File: config.mk
export PLATFORM = sky130hd
export DESIGN_NAME = alu_control_dec
export DESIGN_NICKNAME = d
export VERILOG_FILES = /design/src/rtl/alu_control_dec.sv
export SDC_FILE = /design/constraint.sdc
export NUM_CORES = 1
export LEC_CHECK = 0
export BUFFER_PORTS_ARGS = -buffer_cell sky130_fd_sc_hd__buf_2
export CORE_AREA = 2 2 39 41
export CTS_CLUSTER_SIZE = 30
export DETAILED_ROUTE_END_ITERATION = 8
export DIE_AREA = 0 0 41 43
export HOLD_SLACK_MARGIN = 0.1
export PLACE_DENSITY = 0.48
export SLEW_MARGIN = 5
export SYNTH_ARGS = -nofsm -noshare
export SYNTH_HDL_FRONTEND = slang
export SYNTH_SLANG_ARGS = --single-unit
File: constraint.sdc
create_clock -name clk -period 2.37 [get_ports clk]
set_input_delay 0.474 -clock clk [delete_from_list [all_inputs] [get_ports clk]]
set_output_delay 0.474 -clock clk [all_outputs]
set_load 0.02 [all_outputs]
File: src/rtl/alu_control_dec.sv
// rtl/alu_control_dec.sv - ALU operation select decode from aluop/funct7/funct3
// Optional macro ALU_CTRL_EXT_EN enables shifts, compares and XOR; otherwise only ADD/SUB/AND/OR.
module alu_control_dec (
   input  logic       clk,
   input  logic       rst,
   input  logic [1:0] aluop,
   input  logic [6:0] funct7,
   input  logic [2:0] funct3,
   output logic [3:0] alu_control,
   output logic       illegal,
   output logic [3:0] alu_control_q,
   output logic       illegal_q,
   output logic       illegal_sticky
);

   localparam logic [3:0] ALU_AND  = 4'b0000;
   localparam logic [3:0] ALU_OR   = 4'b0001;
   localparam logic [3:0] ALU_ADD  = 4'b0010;
   localparam logic [3:0] ALU_SUB  = 4'b0110;
`ifdef ALU_CTRL_EXT_EN
   localparam logic [3:0] ALU_SLL  = 4'b0011;
   localparam logic [3:0] ALU_XOR  = 4'b0100;
   localparam logic [3:0] ALU_SRL  = 4'b0101;
   localparam logic [3:0] ALU_SLT  = 4'b0111;
   localparam logic [3:0] ALU_SRA  = 4'b1000;
   localparam logic [3:0] ALU_SLTU = 4'b1001;
`endif

   logic       f7_zero;
   logic       f7_alt;
   logic [3:0] ctrl_d;
   logic       illegal_d;
   logic [3:0] ctrl_q;
   logic       illegal_r_q;
   logic       sticky_q;
   logic       sticky_d;

   assign f7_zero = (funct7 == 7'b0000000);
   assign f7_alt  = (funct7 == 7'b0100000);

   // Load/store and branch classes never look at the funct fields, so X there cannot leak out.
   always_comb begin
      ctrl_d    = ALU_ADD;
      illegal_d = 1'b0;
      case (aluop)
         2'b00: ctrl_d = ALU_ADD;
         2'b01: ctrl_d = ALU_SUB;
         2'b10: begin
            case (funct3)
               3'b000: begin
                  if (f7_zero)     ctrl_d = ALU_ADD;
                  else if (f7_alt) ctrl_d = ALU_SUB;
                  else             illegal_d = 1'b1;
               end
`ifdef ALU_CTRL_EXT_EN
               3'b001: if (f7_zero) ctrl_d = ALU_SLL;  else illegal_d = 1'b1;
               3'b010: if (f7_zero) ctrl_d = ALU_SLT;  else illegal_d = 1'b1;
               3'b011: if (f7_zero) ctrl_d = ALU_SLTU; else illegal_d = 1'b1;
               3'b100: if (f7_zero) ctrl_d = ALU_XOR;  else illegal_d = 1'b1;
               3'b101: begin
                  if (f7_zero)     ctrl_d = ALU_SRL;
                  else if (f7_alt) ctrl_d = ALU_SRA;
                  else             illegal_d = 1'b1;
               end
`endif
               3'b110: if (f7_zero) ctrl_d = ALU_OR;  else illegal_d = 1'b1;
               3'b111: if (f7_zero) ctrl_d = ALU_AND; else illegal_d = 1'b1;
               default: illegal_d = 1'b1;
            endcase
         end
         2'b11: begin
            // Immediate forms: funct7 is part of the immediate except for shifts.
            case (funct3)
               3'b000: ctrl_d = ALU_ADD;
`ifdef ALU_CTRL_EXT_EN
               3'b001: if (f7_zero) ctrl_d = ALU_SLL; else illegal_d = 1'b1;
               3'b010: ctrl_d = ALU_SLT;
               3'b011: ctrl_d = ALU_SLTU;
               3'b100: ctrl_d = ALU_XOR;
               3'b101: begin
                  if (f7_zero)     ctrl_d = ALU_SRL;
                  else if (f7_alt) ctrl_d = ALU_SRA;
                  else             illegal_d = 1'b1;
               end
`endif
               3'b110: ctrl_d = ALU_OR;
               3'b111: ctrl_d = ALU_AND;
               default: illegal_d = 1'b1;
            endcase
         end
         default: begin
            ctrl_d    = ALU_ADD;
            illegal_d = 1'b0;
         end
      endcase
   end

   assign sticky_d = sticky_q | illegal_d;

   always_ff @(posedge clk) begin
      if (rst) begin
         ctrl_q      <= ALU_ADD;
         illegal_r_q <= 1'b0;
         sticky_q    <= 1'b0;
      end else begin
         ctrl_q      <= ctrl_d;
         illegal_r_q <= illegal_d;
         sticky_q    <= sticky_d;
      end
   end

   assign alu_control    = ctrl_d;
   assign illegal        = illegal_d;
   assign alu_control_q  = ctrl_q;
   assign illegal_q      = illegal_r_q;
   assign illegal_sticky = sticky_q;

endmodule

==> results of run 1 <==
==> metal layers <==
layer,track usage,share of wire,vias to the layer above
li1,-,-,171
met1,0.124,0.42,132
met2,0.119,0.45,14
met3,0.0314,0.10,2
met4,0.120,0.019,0
met5,0,0,-
==> cells in the mapped netlist (2+ instances only) <==
master | instances | area (um^2)
o22ai_1 | 2 | 12.5
dfxtp_1 | 5 | 100
nor2_1 | 2 | 7.51
nand2b_1 | 4 | 25.0
and3b_1 | 2 | 17.5
buf_4 | 2 | 15.0
nand2_1 | 3 | 11.3
==> registers in the layout, indices dropped and copies added (netlist names) <==
| signal | cells |
|---|---|
| alu_control_q | 3 |
| illegal_q | 1 |
| illegal_sticky | 1 |
==> cells by family after synthesis <==
kind of cell	share of synthesized area
other	0.0129
DFF	0.343
buffers and inverters	0.0644
AOI/OAI and AO/OA	0.137
and+or+nand+nor	0.442
==> how the worst max path moves through the flow <==
stage,startpoint,endpoint,slack [ns],cells after the start
6_report,funct7[1],alu_control[0],0.43,5
5_1_grt,funct7[1],alu_control[0],0.29,5
4_1_cts,funct7[1],alu_control[0],0.41,5
3_5_place_dp,funct7[1],alu_control[0],0.41,5
3_3_place_gp,funct7[1],alu_control[0],0.42,5
2_1_floorplan,funct7[1],alu_control[0],0.57,3
==> report_power, final <==
group           total, W  internal, W  switching, W
Clock          0.0000977    0.0000636     0.0000341
Sequential     0.0000906    0.0000892    0.00000140
Combinational  0.0000537    0.0000226     0.0000311
Total           0.000242     0.000175     0.0000666
==> placed cells by master (no fill, tap or decap) <==
cell,netlist,layout
nor4_2,1,1
nor2_1,2,2
clkbuf_1,0,1
clkbuf_4,0,3
nand4_1,1,1
nor3_1,1,1
o22ai_1,2,2
buf_2,0,22
and3b_1,2,2
nand2_1,3,3
nor2b_1,1,1
nand3_1,1,1
a31o_2,1,1
or2_1,1,1
and2_2,1,1
nor3b_2,1,1
a21oi_1,1,1
or2_2,1,1
o221ai_1,1,1
conb_1,1,2
inv_1,1,1
nand2b_1,4,4
dfxtp_1,5,5
o21ai_1,1,1
==> cell type report <==
| type | count | area, um^2 | area share |
|---|---|---|---|
| flip-flops and latches | 5 | 100 | 0.229 |
| repair buffers | 22 | 110 | 0.252 |
| multi-input cells | 28 | 176 | 0.404 |
| well taps | 16 | 20.0 | 0.0458 |
| clock buffers | 4 | 26.3 | 0.0602 |
| inverters | 1 | 3.75 | 0.00860 |
==> metrics by stage <==
| step | cell area (um^2) | power [W] | util | worst slack [ns] | hold WS (ns) |
|---|---|---|---|---|---|
| after floorplan | 295 | 0.000124 | - | 0.570 | 0.543 |
| after global placement | 410 | 0.000146 | 0.297 | 0.419 | 0.472 |
| after detailed placement | 410 | 0.000146 | 0.297 | 0.406 | 0.464 |
| after CTS | 437 | 0.000248 | 0.316 | 0.407 | 0.441 |
| after global routing | 437 | 0.000262 | 0.316 | 0.293 | 0.453 |
| final | 437 | 0.000242 | 0.316 | 0.426 | 0.448 |
==> reports/metrics.sh, run 1 <==
POST_SYNTH_INST_COUNT=35
CRITICAL-PATH-TOP-CELL-BY-COUNT='buf_2'
CRITICAL_PATH_BUF_INV_COUNT=2
FIN_WORST_SKEW_NS=0
FILL_CELLS=153
PORT_BUFS=22
FINALSETUPTNS_NS=0
HOLD_PATH_END='alu_control_q[2]$_SDFF_PP0_'
POSTSYNTH.TOPFLOPCELL='dfxtp_1'
R2R.WORST_PATH.CELLS=2
CTS_HTREE_LEVELS=1
TOTAL_NUMBER_OF_PLACEMENT_ROWS=14
WORST_R2R_STARTPOINT='illegal_sticky$_SDFF_PP0_'
ROUTE.DETAILED.VIAS_PER_INST=4.20
CRIT_PATH_SLOWEST_CELL='nor4_2'
STDCELL_COUNT=76
CRIT-REG2REG-CAPTURE='illegal_sticky$_SDFF_PP0_'
YS_SEQ_AREA_FRAC=0.343
CORE_AREA_UM2=1380
PORTS=25
INITIAL_UTIL=0.211
CTS_SETUP_BUFFERS=0
LAYOUT_MIN_CYCLE_TIME_NS=1.94
DRC=0
INITIAL_ANTENNA_VIOLATION_COUNT=0
FIRSTDRTPASSITERS=2
CLK_PATH_BUF_DEPTH=2
MIN_FROM='rst'
CTS_BUFFERS=3
WORST_IR_DROP_VDD_V=0.000123
DRT-INITIAL-DRC-COUNT=3
FINAL_MAX_SLEW_VIOL_COUNT=0
ENDPOINT_KIND='output pin'
CTS_TREE='done'
FINAL_NETS=75
REG2REG_SETUP_SLACK_NS=1.77
LEAKAGEPOWER_nW=0.220
Y_DIMENSION_OF_THE_DIE_UM=43
CLK_PIN_SLEW_NS=0.04
STATUS='finished, final reports clean'
SYNTH_AREA_UM2=292
LAYOUT-DRIVE-GT1-SHARE=0.500
CRIT_CHAIN='buf_2 -> nor4_2 -> a31o_2 -> nor3b_2 -> buf_2'
MAX_CAP_VIOLATION_COUNT=0
WORST_HOLD_PATH.NUM_CELLS=2
PERIOD_SHARE=0.820
YOSYS_REGISTER_BITS=5
POWER_DENSITY_nW_PER_UM2=554
CRITPATHMAXSTAGEDELAY_NS=0.33
SETUP.WORST_PATH.START_CLASS='input port'
DETAILROUTE.VIA_COUNT=319
SYNTHTOLAYOUTAREAGROWTH_PCT=49.8
SYNTH_EDF_COUNT=0
DETAIL_ROUTE.WL_PER_CELL_UM=9.03
INSERTION_DELAY_NS=0.24
PLACE_INST=72
FIRST_GLOBAL_VIAS=266
GRT_FIRST_PASS_WIRELENGTH_MM=1.12
ANTENNA_CELLS_INSERTED=0
POSTROUTEWIRELENGTH_UM=686
TIMING_WORST_SETUP_PATH_TYPE='input port to output pin'
RSZ0062_AT_GRT='false'
CP_DATA_REQUIRED_TIME_NS=1.90
CTS-HOLD-FIX-BUFFERS=0
SYN_AVG_CELL_AREA_UM2=8.33
HOLDCRITPATHCLASS='input port to register'
CLOCK_SINK_COUNT=5
DIE_X_EXTENT_UM=41
CTS_ROOT_BUFFER='clkbuf_4'
ANT_NETS=0
FINALHOLDVIOLCOUNT=0
YOSYSUNIQUECELLTYPES=22
GRT.TOTAL_USAGE=0.101
SYNTH_ASYNC_SR_FLOP_SHARE=0
GLOBALROUTE.TOTALOVERFLOW=0
CLOCK.FMAX_MHz=514
LARGEST_NET_DEGREE_AT_THE_START_OF_GLOBAL_ROUTING=6
DIE_AREA_UM2=1760
SETUP_VIOL_COUNT_FINAL=0
POST_CTS_RESIZE_COUNT=0
CRIT_PATH_MAX_FANOUT=4
WORST-ENDPOINT-ARRIVAL_NS=1.47
SYNTHESIS.YOSYS.WARNINGS=0
GLOBALPLACE.CONGESTION=0.778
TIMING.CRITICAL_PATH.MAX_DELAY_FAMILY='simple AND/OR/NAND/NOR gates'
No activity file was read; power rests on OpenSTA's default activity.
==> run 2: changes to the inputs <==
- PLACE_DENSITY: 0.48 -> 0.5
- clock period: 2.37 -> 1.75 ns (I/O delays scaled with it)
==> run 2 against run 1 <==
  * Count of clock-buffer cells in the layout is the same
  * Largest cell class unchanged
  * Design area grew 2.0%
  * Largest power group unchanged
  * Worst hold slack lost 0.12 ns
  * Highest routed layer unchanged
  * Non-clock buffer count is the same
==> reports/metrics.sh, run 2 (synthesis results as in run 1) <==
DRT-INITIAL-DRC-COUNT=0  # -3
GRT.TOTAL_USAGE=0.0861  # -0.0150
CTS_HTREE_LEVELS=1  # unchanged
CRITPATHMAXSTAGEDELAY_NS=0.31  # -0.02 ns
REG2REG_SETUP_SLACK_NS=1.15  # -0.62 ns
LAYOUT_MIN_CYCLE_TIME_NS=1.67
SETUP.WORST_PATH.START_CLASS='input port'
CRITICAL_PATH_BUF_INV_COUNT=2  # unchanged
TOP_LAYER='met4'
FINALSETUPTNS_NS=0  # unchanged
CRIT-REG2REG-CAPTURE='illegal_sticky$_SDFF_PP0_'
CTS_BUFFERS=3  # unchanged
WORST_IR_DROP_VDD_V=0.000144  # +17%
ROUTE.MET2.WL_UM=319  # +2.2%
LAYOUT.CELLS.MOST_COMMON_LIST='22 x buf_2, 5 x dfxtp_1, 4 x nand2b_1'
CRIT_PATH_MAX_FANOUT=4  # unchanged
FINALHOLDVIOLCOUNT=0  # unchanged
INITIAL_UTIL=0.211  # unchanged
HOLDCRITPATHCLASS='input port to register'
TIMING.CRITICAL_PATH.MAX_DELAY_FAMILY='simple AND/OR/NAND/NOR gates'
STATUS='finished, final reports clean'
POST_CTS_RESIZE_COUNT=0  # unchanged
PERIOD_SHARE=0.957
MAX_CAP_VIOLATION_COUNT=0  # unchanged
CLOCK.FMAX_MHz=597
TIMING_WORST_SETUP_PATH_TYPE='input port to output pin'
WORST_SETUP_PATH_ENDPOINT='alu_control[0]'
SYNTHTOLAYOUTAREAGROWTH_PCT=52.8
LAYOUT-DRIVE-GT1-SHARE=0.500  # unchanged
CTS_TREE='done'
CP.DEPTH=5  # unchanged
POWER_DENSITY_nW_PER_UM2=728  # +31%
CP_DATA_REQUIRED_TIME_NS=1.40  # -0.50 ns
POSTROUTEWIRELENGTH_UM=641  # -6.6%
DETAIL_ROUTE.WL_PER_CELL_UM=8.43  # -6.6%
ANT_NETS=0  # unchanged
FINAL_MAX_SLEW_VIOL_COUNT=0  # unchanged
ENDPOINT_KIND='output pin'
SETUP_VIOL_COUNT_FINAL=0  # unchanged
FINAL_NETS=75  # unchanged
FIN_WORST_SKEW_NS=0  # unchanged
GLOBALPLACE.CONGESTION=0.750  # -3.6%
FINAL_CORE_UTILIZATION=0.322  # +0.00633
ROUTE.DETAILED.VIAS_PER_INST=4.16  # -0.94%
ROUTED-WL-MET3_UM=58  # -19%
PORTS=25  # unchanged
CLK_PATH_BUF_DEPTH=2  # unchanged
LARGEST_REGISTER_FF_COUNT=3  # unchanged
CTS_SETUP_BUFFERS=0  # unchanged
CLK_PIN_SLEW_NS=0.04  # about the same
R2R.WORST_PATH.CELLS=2  # unchanged
CORE_AREA_UM2=1380  # unchanged
STDCELL_COUNT=76  # unchanged
LARGEST_NET_DEGREE_AT_THE_START_OF_GLOBAL_ROUTING=6  # unchanged
DRC=0  # unchanged
PLACE_WS_NS=0.0125  # -0.394 ns
INSERTION_DELAY_NS=0.23  # about the same
CLOCK_SINK_COUNT=5  # unchanged
WORST_SETUP_PATH_STARTPOINT='funct7[1]'
PLACE_INST=72  # unchanged
DIE_X_EXTENT_UM=41  # unchanged
GLOBALROUTE.TOTALOVERFLOW=0  # unchanged
GRT_FIRST_PASS_WIRELENGTH_UM=966  # -14%
DETAILROUTE.VIA_COUNT=316  # -0.94%
PORT_BUFS=22  # unchanged
LEAKAGEPOWER_nW=0.221  # +0.71%
WIRELENGTH_MET1_UM=252  # -12%
CRIT_CHAIN='buf_2 -> nor4_4 -> a31o_2 -> nor3b_2 -> buf_2'
ANTENNA_CELLS_INSERTED=0  # unchanged
CRIT_PATH_SLOWEST_CELL='nor4_4'
FINAL.SETUP.WORST_SLACK_NS=0.0756  # -0.351 ns
WORST_R2R_STARTPOINT='illegal_sticky$_SDFF_PP0_'
CTS-HOLD-FIX-BUFFERS=0  # unchanged
FIRST_GLOBAL_VIAS=249  # -6.4%
TOTAL_NUMBER_OF_PLACEMENT_ROWS=14  # unchanged
INITIAL_ANTENNA_VIOLATION_COUNT=0  # unchanged
WORST-ENDPOINT-ARRIVAL_NS=1.32  # -0.15 ns
FIRSTDRTPASSITERS=1  # -1
RSZ0062_AT_GRT='false'
FILL_CELLS=158  # +3.3%
DETAILED_PLACE.AREA_UM2=410  # unchanged
DIE_AREA_UM2=1760  # unchanged
MOSTFREQUENTLAYOUTCELL='buf_2'
DESIGN_AREA_UM2=445  # +2.0%
CTS_ROOT_BUFFER='clkbuf_4'
Y_DIMENSION_OF_THE_DIE_UM=43  # unchanged
CRITICAL-PATH-TOP-CELL-BY-COUNT='buf_2'
## run 2: cell types whose count changed in the layout (fill, tap and decap cells not counted)
cell | before | now
nor4_2 | 1 | 0
nor4_4 | 0 | 1
## run 2: per-layer routing
metal  vias up  global-route usage
met5         -                   0
met2        13               0.106
met1       132              0.0987
met4         0               0.100
li1        169                   -
met3         2              0.0314
## run 2: worst min path at each step
stage / slack (ns) / cells after the start / end / start
global placement: 0.47 / 2 / illegal_sticky$_SDFF_PP0_ / illegal_sticky$_SDFF_PP0_
global route: 0.33 / 2 / alu_control_q[2]$_SDFF_PP0_ / rst
finish: 0.33 / 2 / alu_control_q[2]$_SDFF_PP0_ / rst
CTS: 0.33 / 2 / alu_control_q[2]$_SDFF_PP0_ / rst
detailed placement: 0.46 / 2 / illegal_sticky$_SDFF_PP0_ / illegal_sticky$_SDFF_PP0_
floorplan: 0.42 / 1 / alu_control_q[2]$_SDFF_PP0_ / rst
## run 2: worst register-to-register path, delay by kind of cell, from the launching register on
| kind | cells | cell delay [ns] |
|---|---|---|
| simple gates | 1 | 0.07 |
| compound gates | 1 | 0.10 |
| flops | 1 | 0.30 |
## run 2: layout make-up
class                      count  area (um^2)  area share
clock buffer                   4         26.3      0.0590
inverter                       1         3.75     0.00843
multi-input combinational     28          185       0.416
sequential                     5          100       0.225
tap                           16         20.0      0.0449
timing repair buffer          22          110       0.247
## run 2: power breakdown
group	internal (W)	total, W	switching [W]
registers	0.000121	0.000123	0.00000178
logic	0.0000312	0.0000749	0.0000437
clock network	0.0000858	0.000127	0.0000409
total	0.000238	0.000324	0.0000863
## run 2: stage by stage
| step | power [W] | hold slack [ns] |
|---|---|---|
| after floorplan | 0.000168 | 0.419 |
| after global placement | 0.000198 | 0.469 |
| after detailed placement | 0.000198 | 0.460 |
| after CTS | 0.000329 | 0.329 |
| after global routing | 0.000355 | 0.329 |
| final | 0.000324 | 0.326 |
==> run 3: changes to the inputs <==
- PLACE_DENSITY: 0.5 -> 0.48
- clock period: 1.75 -> 1.65 ns (I/O delays scaled with it)
==> run 3 against run 2 <==
  * Flip-flop and latch count stayed put
  * Sequential share of layout area is 1.1 points lower
  * Critical path depth stayed put
  * Register-to-register slack worse by 0.09 ns
  * Largest power group unchanged
  * Largest cell class unchanged
  * First-iteration DRC count is 1 higher
==> reports/metrics.sh, run 3 (synthesis results as in run 1) <==
STATUS='finished, final reports clean'
WORST_IR_DROP_VDD_V=0.000124  # -14%
CTS_TREE='done'
CRIT_PATH_MAX_FANOUT=3  # -1
FIRST_GLOBAL_VIAS=300  # +20%
GRT_FIRST_PASS_WIRELENGTH_MM=1.10  # +14%
CLOCK_SINK_COUNT=5  # unchanged
CRITPATHMAXSTAGEDELAY_NS=0.29  # -0.02 ns
CRIT_PATH_SLOWEST_CELL='nor4_4'
ENDPOINT_KIND='output pin'
DRC=0  # unchanged
FINALSETUPTNS_NS=0  # unchanged
PLACE_WS_NS=-0.0154  # -0.0279 ns
POSTROUTEWIRELENGTH_UM=685  # +6.9%
INSERTION_DELAY_NS=0.24  # about the same
SYNTHTOLAYOUTAREAGROWTH_PCT=60.5
CORE_AREA_UM2=1380  # unchanged
FILL_CELLS=159  # +0.63%
LAYOUT-DRIVE-GT1-SHARE=0.508  # +0.00820
LEAKAGEPOWER_nW=0.230  # +4.1%
STDCELL_COUNT=77  # +1.3%
LAYOUT_MIN_CYCLE_TIME_NS=1.58
CP_DATA_REQUIRED_TIME_NS=1.32  # -0.08 ns
CTS_ROOT_BUFFER='clkbuf_4'
SETUP.WORST_PATH.START_CLASS='input port'
CLK_PIN_SLEW_NS=0.04  # about the same
DETAILROUTE.VIA_COUNT=322  # +1.9%
FIRSTDRTPASSITERS=3  # +2
FINAL.SETUP.WORST_SLACK_NS=0.0714  # -0.00415 ns
GLOBALPLACE.CONGESTION=0.762  # +1.6%
MOSTFREQUENTLAYOUTCELL='buf_2'
DETAIL_ROUTE.WL_PER_CELL_UM=8.90  # +5.5%
CRITICAL_PATH_BUF_INV_COUNT=2  # unchanged
PLACE_INST=73  # +1.4%
WORST-ENDPOINT-ARRIVAL_NS=1.25  # -0.07 ns
GLOBALROUTE.TOTALOVERFLOW=0  # unchanged
ANT_NETS=0  # unchanged
INITIAL_UTIL=0.211  # unchanged
DRT-INITIAL-DRC-COUNT=1  # +1
CTS_BUFFERS=3  # unchanged
PERIOD_SHARE=0.957
MAX_CAP_VIOLATION_COUNT=0  # unchanged
CTS_HTREE_LEVELS=1  # unchanged
FINAL_CORE_UTILIZATION=0.338  # +0.0163
INITIAL_ANTENNA_VIOLATION_COUNT=0  # unchanged
ROUTE.DETAILED.VIAS_PER_INST=4.18  # +0.58%
TOTAL_NUMBER_OF_PLACEMENT_ROWS=14  # unchanged
RSZ0062_AT_GRT='true'
PORTS=25  # unchanged
WHS_NS=0.295  # -0.0304 ns
DIE_X_EXTENT_UM=41  # unchanged
FIN_WORST_SKEW_NS=0  # unchanged
CLK_PATH_BUF_DEPTH=2  # unchanged
CTS_SETUP_BUFFERS=0  # unchanged
CRIT_CHAIN='buf_6 -> nor4_4 -> a31o_2 -> nor3b_2 -> buf_4'
TIMING_WORST_SETUP_PATH_TYPE='input port to output pin'
PORT_BUFS=22  # unchanged
GRT.TOTAL_USAGE=0.0951  # +0.00901
FINALHOLDVIOLCOUNT=0  # unchanged
LAYOUT.CELLS.MOST_COMMON_LIST='19 x buf_2, 5 x dfxtp_1, 4 x nand2b_1'
LARGEST_REGISTER_FF_COUNT=3  # unchanged
TIMING.CRITICAL_PATH.MAX_DELAY_FAMILY='simple AND/OR/NAND/NOR gates'
FINAL_MAX_SLEW_VIOL_COUNT=0  # unchanged
POWER_DENSITY_nW_PER_UM2=754  # +3.6%
FINAL_NETS=76  # +1.3%
Y_DIMENSION_OF_THE_DIE_UM=43  # unchanged
HOLDCRITPATHCLASS='input port to register'
CLOCK.FMAX_MHz=633
SETUP_VIOL_COUNT_FINAL=0  # unchanged
ANTENNA_CELLS_INSERTED=0  # unchanged
DIE_AREA_UM2=1760  # unchanged
LARGEST_NET_DEGREE_AT_THE_START_OF_GLOBAL_ROUTING=6  # unchanged
## run 3: cell types whose count changed in the layout (fill, tap and decap cells not counted), sizes merged
cell and change:
buf +1
## run 3: area by class of cell
class	count	area [um^2]	area share
multi-input cells	28	185	0.396
repair buffers	23	133	0.283
flip-flops and latches	5	100	0.214
clock buffers	4	26.3	0.0561
well taps	16	20.0	0.0428
inverters	1	3.75	0.00802
## run 3: worst paths after layout
kind	start	slack [ns]	end	depth (start not counted)
hold / removal	rst	0.30	alu_control_q[2]$_SDFF_PP0_	2
setup / recovery	funct7[2]	0.07	alu_control[0]	5
setup reg to reg	illegal_sticky$_SDFF_PP0_	1.06	illegal_sticky$_SDFF_PP0_	2
hold reg to reg	illegal_sticky$_SDFF_PP0_	0.47	illegal_sticky$_SDFF_PP0_	2
## run 3: what timing repair did
item,in CTS,in global routing
pin swaps,0,2
gates resized for setup,1,3
hold buffers,0,0
endpoints found under the hold margin,0,0
setup endpoints to repair,1,1
## run 3: report_power, final
group | switching [W] | leakage, nW | total, W | internal [W]
Combinational | 0.0000465 | 0.174 | 0.0000842 | 0.0000377
Clock | 0.0000475 | 0.0150 | 0.000139 | 0.0000912
Sequential | 0.00000192 | 0.0412 | 0.000130 | 0.000128
## run 3: per-stage QoR
stage	total power, W	instance area [um^2]
floorplan	0.000178	295
global placement	0.000212	418
detailed placement	0.000212	418
CTS	0.000359	453
global route	0.000386	468
finish	0.000353	468
## run 3: routing by layer
layer	vias up	GRT usage	part of all wire
met1	136	0.105	0.40
met5	-	0	0
li1	172	-	-
met2	14	0.134	0.50
met3	0	0.0209	0.098
met4	0	0.100	0
## run 3: worst reg2reg max path, cell delays in order, from the launching register on
cell	delay [ns]
dfxtp_1	0.30
nand2b_1	0.06
o221ai_1	0.10
